<file path="src/rtl/shift_add_datapath_if.sv">
// Bus bundle between the shift-add sequencer/board side and the multiplier datapath.
interface shift_add_datapath_if #(parameter int n = 8);
  logic [n-1:0]   din;
  logic           load_m;
  logic           load_q;
  logic           reset;
  logic           shift;
  logic           add_shift;
  logic           rd_hi;
  logic           Q0;
  logic           done;
  logic [2*n-1:0] product;
  logic [n-1:0]   dout;

  modport master (
    output din, load_m, load_q, reset, shift, add_shift, rd_hi,
    input  Q0, done, product, dout
  );

  modport slave (
    input  din, load_m, load_q, reset, shift, add_shift, rd_hi,
    output Q0, done, product, dout
  );
endinterface

</file>
<file path="src/rtl/shift_add_datapath.sv">
// Shift-add multiplier datapath: M, Qin staging, {A,Q} accumulator and step counter.
// Returns Q[0] to the sequencer and saturates after n steps.
module shift_add_datapath #(
  parameter int n = 8
) (
  input  logic                 clock,
  input  logic                 n_reset,
  shift_add_datapath_if.slave  bus
);
  localparam int CW = $clog2(n + 1);
  localparam logic [CW-1:0] N_STEPS = CW'(n);

  logic [n-1:0]  m_q, m_d;
  logic [n-1:0]  qin_q, qin_d;
  logic [n-1:0]  a_q, a_d;
  logic [n-1:0]  q_q, q_d;
  logic [CW-1:0] cnt_q, cnt_d;
  logic [n:0]    sum;

  assign sum = {1'b0, a_q} + {1'b0, m_q};

  always_comb begin
    m_d   = m_q;
    qin_d = qin_q;
    a_d   = a_q;
    q_d   = q_q;
    cnt_d = cnt_q;
    if (bus.load_m) m_d = bus.din;
    if (bus.load_q) qin_d = bus.din;
    if (bus.reset) begin
      a_d   = '0;
      cnt_d = '0;
      // Bypass lets a same-cycle Q load and restart share one clock.
      q_d   = bus.load_q ? bus.din : qin_q;
    end else if (cnt_q != N_STEPS) begin
      if (bus.add_shift) begin
        a_d   = sum[n:1];
        q_d   = {sum[0], q_q[n-1:1]};
        cnt_d = cnt_q + 1'b1;
      end else if (bus.shift) begin
        a_d   = {1'b0, a_q[n-1:1]};
        q_d   = {a_q[0], q_q[n-1:1]};
        cnt_d = cnt_q + 1'b1;
      end
    end
  end

  always_ff @(posedge clock or negedge n_reset) begin
    if (!n_reset) begin
      m_q   <= '0;
      qin_q <= '0;
      a_q   <= '0;
      q_q   <= '0;
      cnt_q <= '0;
    end else begin
      m_q   <= m_d;
      qin_q <= qin_d;
      a_q   <= a_d;
      q_q   <= q_d;
      cnt_q <= cnt_d;
    end
  end

  assign bus.Q0      = q_q[0];
  assign bus.done    = (cnt_q == N_STEPS);
  assign bus.product = {a_q, q_q};
  assign bus.dout    = bus.rd_hi ? a_q : q_q;
endmodule

</file>
<file path="src/flat_wrapper.sv">
// flat-port wrapper written by rule: the top's interface ports become plain ports
module shift_add_datapath_flat 
#(
  parameter int n = 8
)
  (clock, n_reset, bus_din, bus_load_m, bus_load_q, bus_reset, bus_shift, bus_add_shift, bus_rd_hi, bus_Q0, bus_done, bus_product, bus_dout);
  shift_add_datapath_if #(.n(n)) bus_i ();
  input  logic clock;
  input  logic n_reset;
  input wire logic [$bits(bus_i.din)-1:0] bus_din;
  input wire logic [$bits(bus_i.load_m)-1:0] bus_load_m;
  input wire logic [$bits(bus_i.load_q)-1:0] bus_load_q;
  input wire logic [$bits(bus_i.reset)-1:0] bus_reset;
  input wire logic [$bits(bus_i.shift)-1:0] bus_shift;
  input wire logic [$bits(bus_i.add_shift)-1:0] bus_add_shift;
  input wire logic [$bits(bus_i.rd_hi)-1:0] bus_rd_hi;
  output wire logic [$bits(bus_i.Q0)-1:0] bus_Q0;
  output wire logic [$bits(bus_i.done)-1:0] bus_done;
  output wire logic [$bits(bus_i.product)-1:0] bus_product;
  output wire logic [$bits(bus_i.dout)-1:0] bus_dout;
  assign bus_i.din = bus_din;
  assign bus_i.load_m = bus_load_m;
  assign bus_i.load_q = bus_load_q;
  assign bus_i.reset = bus_reset;
  assign bus_i.shift = bus_shift;
  assign bus_i.add_shift = bus_add_shift;
  assign bus_i.rd_hi = bus_rd_hi;
  assign bus_Q0 = bus_i.Q0;
  assign bus_done = bus_i.done;
  assign bus_product = bus_i.product;
  assign bus_dout = bus_i.dout;
  shift_add_datapath #(.n(n)) u_core (.clock(clock), .n_reset(n_reset), .bus(bus_i));
endmodule
</file>
<file path="config.mk">
export PLATFORM = sky130hd
export DESIGN_NAME = shift_add_datapath_flat
export DESIGN_NICKNAME = d
export VERILOG_FILES = /design/src/rtl/shift_add_datapath_if.sv /design/src/rtl/shift_add_datapath.sv /design/src/flat_wrapper.sv
export SDC_FILE = /design/constraint.sdc
export NUM_CORES = 1
export LEC_CHECK = 0
export ABC_AREA = 0
export BUFFER_PORTS_ARGS = -buffer_cell sky130_fd_sc_hd__buf_2
export CAP_MARGIN = 10
export CORE_MARGIN = 3
export CORE_UTILIZATION = 40
export DETAILED_ROUTE_END_ITERATION = 10
export PLACE_DENSITY = 0.63
export SETUP_SLACK_MARGIN = 0.3
export SYNTH_ARGS = -nofsm -noshare
export SYNTH_HDL_FRONTEND = slang
export SYNTH_SLANG_ARGS = --single-unit
export TNS_END_PERCENT = 30
</file>
<file path="constraint.sdc">
create_clock -name clock -period 4.75 [get_ports clock]
set_input_delay 0.475 -clock clock [delete_from_list [all_inputs] [get_ports clock]]
set_output_delay 0.475 -clock clock [all_outputs]
set_load 0.005 [all_outputs]
</file>
==> flow_summary.json <==
{
  "outcome": "finished, final reports clean",
  "synth-edff-count": 0,
  "clockBufferDepth": 2,
  "fin_cells": 289,
  "crit_type": "flip-flop to flip-flop",
  "syn-cell-area_mm2": 0.00208,
  "cts_resized": 0,
  "nNetsFinal": 249,
  "tns_ps": 0,
  "synthArstFlopShare": 1.00,
  "cp.depth": 8,
  "routed_via_density": 5.08,
  "r2r_cells": 8,
  "cts_root_buffer": "clkbuf_8",
  "max_freq_mhz": 506,
  "ys_ff_latch": 36,
  "ant_nets": 0,
  "routabilityCongestion": 0.763,
  "yosysWarnings": 0,
  "endpoint_kind": "flip-flop",
  "start_util": 0.427,
  "cts_tree": "built",
  "endpoint": "u_core.a_q[7]",
  "timing.rr.end": "u_core.a_q[7]",
  "die_x_um": 78.2,
  "cp_max_fo": 5,
  "boundaryPins": 42,
  "ctsHoldBuffers": 0,
  "post_cts_buffers": 0,
  "fin_skew_ps": 5.06,
  "dp_hpwl_mm": 3.33,
  "fin_crit_ps": 1980,
  "antenna_found_initial": 0,
  "slew_viol_final": 0,
  "io_buffers": 41,
  "syn_avg_cell_area_um2": 11.3,
  "diodes": 0,
  "vias": 1467,
  "drive_gt1_frac": 0.392,
  "worst_pin_slew_ps": 822,
  "critPathLaunch": "u_core.a_q[0]",
  "r2r_slack_ps": 2770,
  "areaGrowthSynthToFinish_pct": 14.9,
  "startpoint_type": "flip-flop",
  "cts_buffers": 5,
  "htree_levels": 2,
  "rsz0062_at_grt": "false",
  "die-area_mm2": 0.00611,
  "slowest_delay_ps": 440,
  "power.total_w": 0.000827,
  "core_area_mm2": 0.00488,
  "syn_nets": 211,
  "clk_pin_slew_ps": 70,
  "drc_errors": 0,
  "grt_max_degree": 37,
  "routedWlPerCell_um": 15.4,
  "cap_violations": 0,
  "peakVddDrop_v": 0.000207,
  "synth_ff_type": "dfrtp_1",
  "grt_pass1_vias": 1504,
  "path_delay_family": "adder cells",
  "reg2reg_from": "u_core.a_q[0]",
  "synth_cell_types": 46,
  "hold_viol": 0,
  "arrival_ps": 2170,
  "track_usage": 0.160,
  "drt_iter0_drc": 33,
  "wl_mm": 4.46,
  "rows": 25,
  "timing.final.crit_share": 0.416,
  "hold_path.class": "input port to async pin",
  "insertion_delay_ps": 290,
  "power_density_mw_per_mm2": 345,
  "slew_headroom": 0.452,
  "dp.cells": 282,
  "synth_area_leader_cell": "dfrtp_1",
  "yosysSeqAreaShare": 0.432,
  "dr.pass1.iters": 4,
  "grt.overflow.total": 0,
  "path_cells": "ha_1, inv_1, fa_1, nor2b_4, o31ai_2, a21oi_2, nand2_1, a221oi_2",
  "die_y_um": 78.2,
  "synth_cells": 184,
  "numClockSinks": 36,
  "crit_slowest_cell": "fa_1",
  "setup_violations": 0,
  "cp_data_required_time_ps": 4940,
  "ys_top_cells_by_area": "dfrtp_1 43%, mux2_2 12%, ha_1 6.0%",
  "synth_top_area_share": 0.432,
  "path_buf_inv": 1,
  "grt_pass1_wl_mm": 7.60,
  "p_leak_nw": 1.15
}
## metal layers
metal,global-route usage,part of all wire,vias up
li1,-,-,728
met2,0.251,0.46,28
met4,0.0472,0.011,0
met5,0,0,-
met1,0.219,0.48,706
met3,0.0401,0.046,5
## cell usage in the layout, fill, tap and decap left out, types with 2 or more instances in the layout
cell type  synthesis  final
dfrtp_1           36     36
mux2i_1           10     10
inv_1              6      6
o22ai_1            3      3
nor2_1            13     13
a211oi_2           4      4
xnor2_1            3      3
nand2_1           14     14
buf_2              1     41
o21ai_1            2      2
nor3_1             2      2
and3_1             3      3
ha_1              10     10
o21ai_0           10     10
a21oi_1            6      6
xor2_1             4      4
mux2_2            23     23
clkbuf_8           0      7
a21oi_2            2      2
## state kept, by name (all words and copies together), names as in the netlist
name / count
u_core.a_q: 8
u_core.m_q: 8
u_core.q_q: 8
u_core.qin_q: 8
u_core.cnt_q: 4
## power by group
| group | total (W) | leakage, nW | internal [W] | switching (W) |
|---|---|---|---|---|
| Clock | 0.000235 | 0.0503 | 0.000129 | 0.000106 |
| Sequential | 0.000373 | 0.445 | 0.000341 | 0.0000325 |
| Combinational | 0.000219 | 0.652 | 0.000108 | 0.000111 |
| Total | 0.000827 | 1.15 | 0.000578 | 0.000249 |
## synth_stat cells (2+ instances only)
| master | count |
|---|---|
| dfrtp_1 | 36 |
| mux2_2 | 23 |
| nand2_1 | 14 |
| nor2_1 | 13 |
| ha_1 | 10 |
| mux2i_1 | 10 |
| o21ai_0 | 10 |
| a21oi_1 | 6 |
| inv_1 | 6 |
| a211oi_2 | 4 |
| clkbuf_1 | 4 |
| xor2_1 | 4 |
| and3_1 | 3 |
| o22ai_1 | 3 |
| xnor2_1 | 3 |
| a21oi_2 | 2 |
| buf_6 | 2 |
| nor3_1 | 2 |
| o21ai_1 | 2 |
## metrics by stage
step           setup slack (ps)   util  instance area (um^2)  hold slack [ps]
6_report                   2770  0.491                  2400              270
5_1_grt                    2630  0.491                  2400              338
4_1_cts                    2790  0.491                  2400              308
3_5_place_dp               2810  0.471                  2300              486
3_3_place_gp               2890  0.471                  2300              481
2_1_floorplan              2930      -                  2080              179
## cell families after synthesis
logic type                 count (synthesis)  synth area share
and+or+nand+nor                           41             0.103
AOI/OAI and AO/OA                         39             0.144
DFF                                       36             0.432
muxes                                     33             0.172
buffers and inverters                     17            0.0492
adders and majority gates                 11            0.0696
xor gates and xnor gates                   7            0.0294
## final cells by class
class | count | area, um^2
clock buffer | 7 | 96.3
fill | 476 | 2480
multi-input combinational | 131 | 1080
sequential | 36 | 901
inverter | 7 | 28.8
tap | 67 | 83.8
timing repair buffer | 41 | 205
## worst min-delay path by stage
stage | from | to | slack, ps | cells after the start
6_report | n_reset | u_core.m_q[1] | 270 | 1
5_1_grt | n_reset | u_core.a_q[3] | 340 | 1
4_1_cts | n_reset | u_core.a_q[2] | 310 | 1
3_5_place_dp | u_core.qin_q[5] | u_core.qin_q[5] | 490 | 1
3_3_place_gp | u_core.qin_q[7] | u_core.qin_q[7] | 480 | 1
2_1_floorplan | n_reset | u_core.a_q[0] | 180 | 0
No activity file was read; power rests on OpenSTA's default activity.
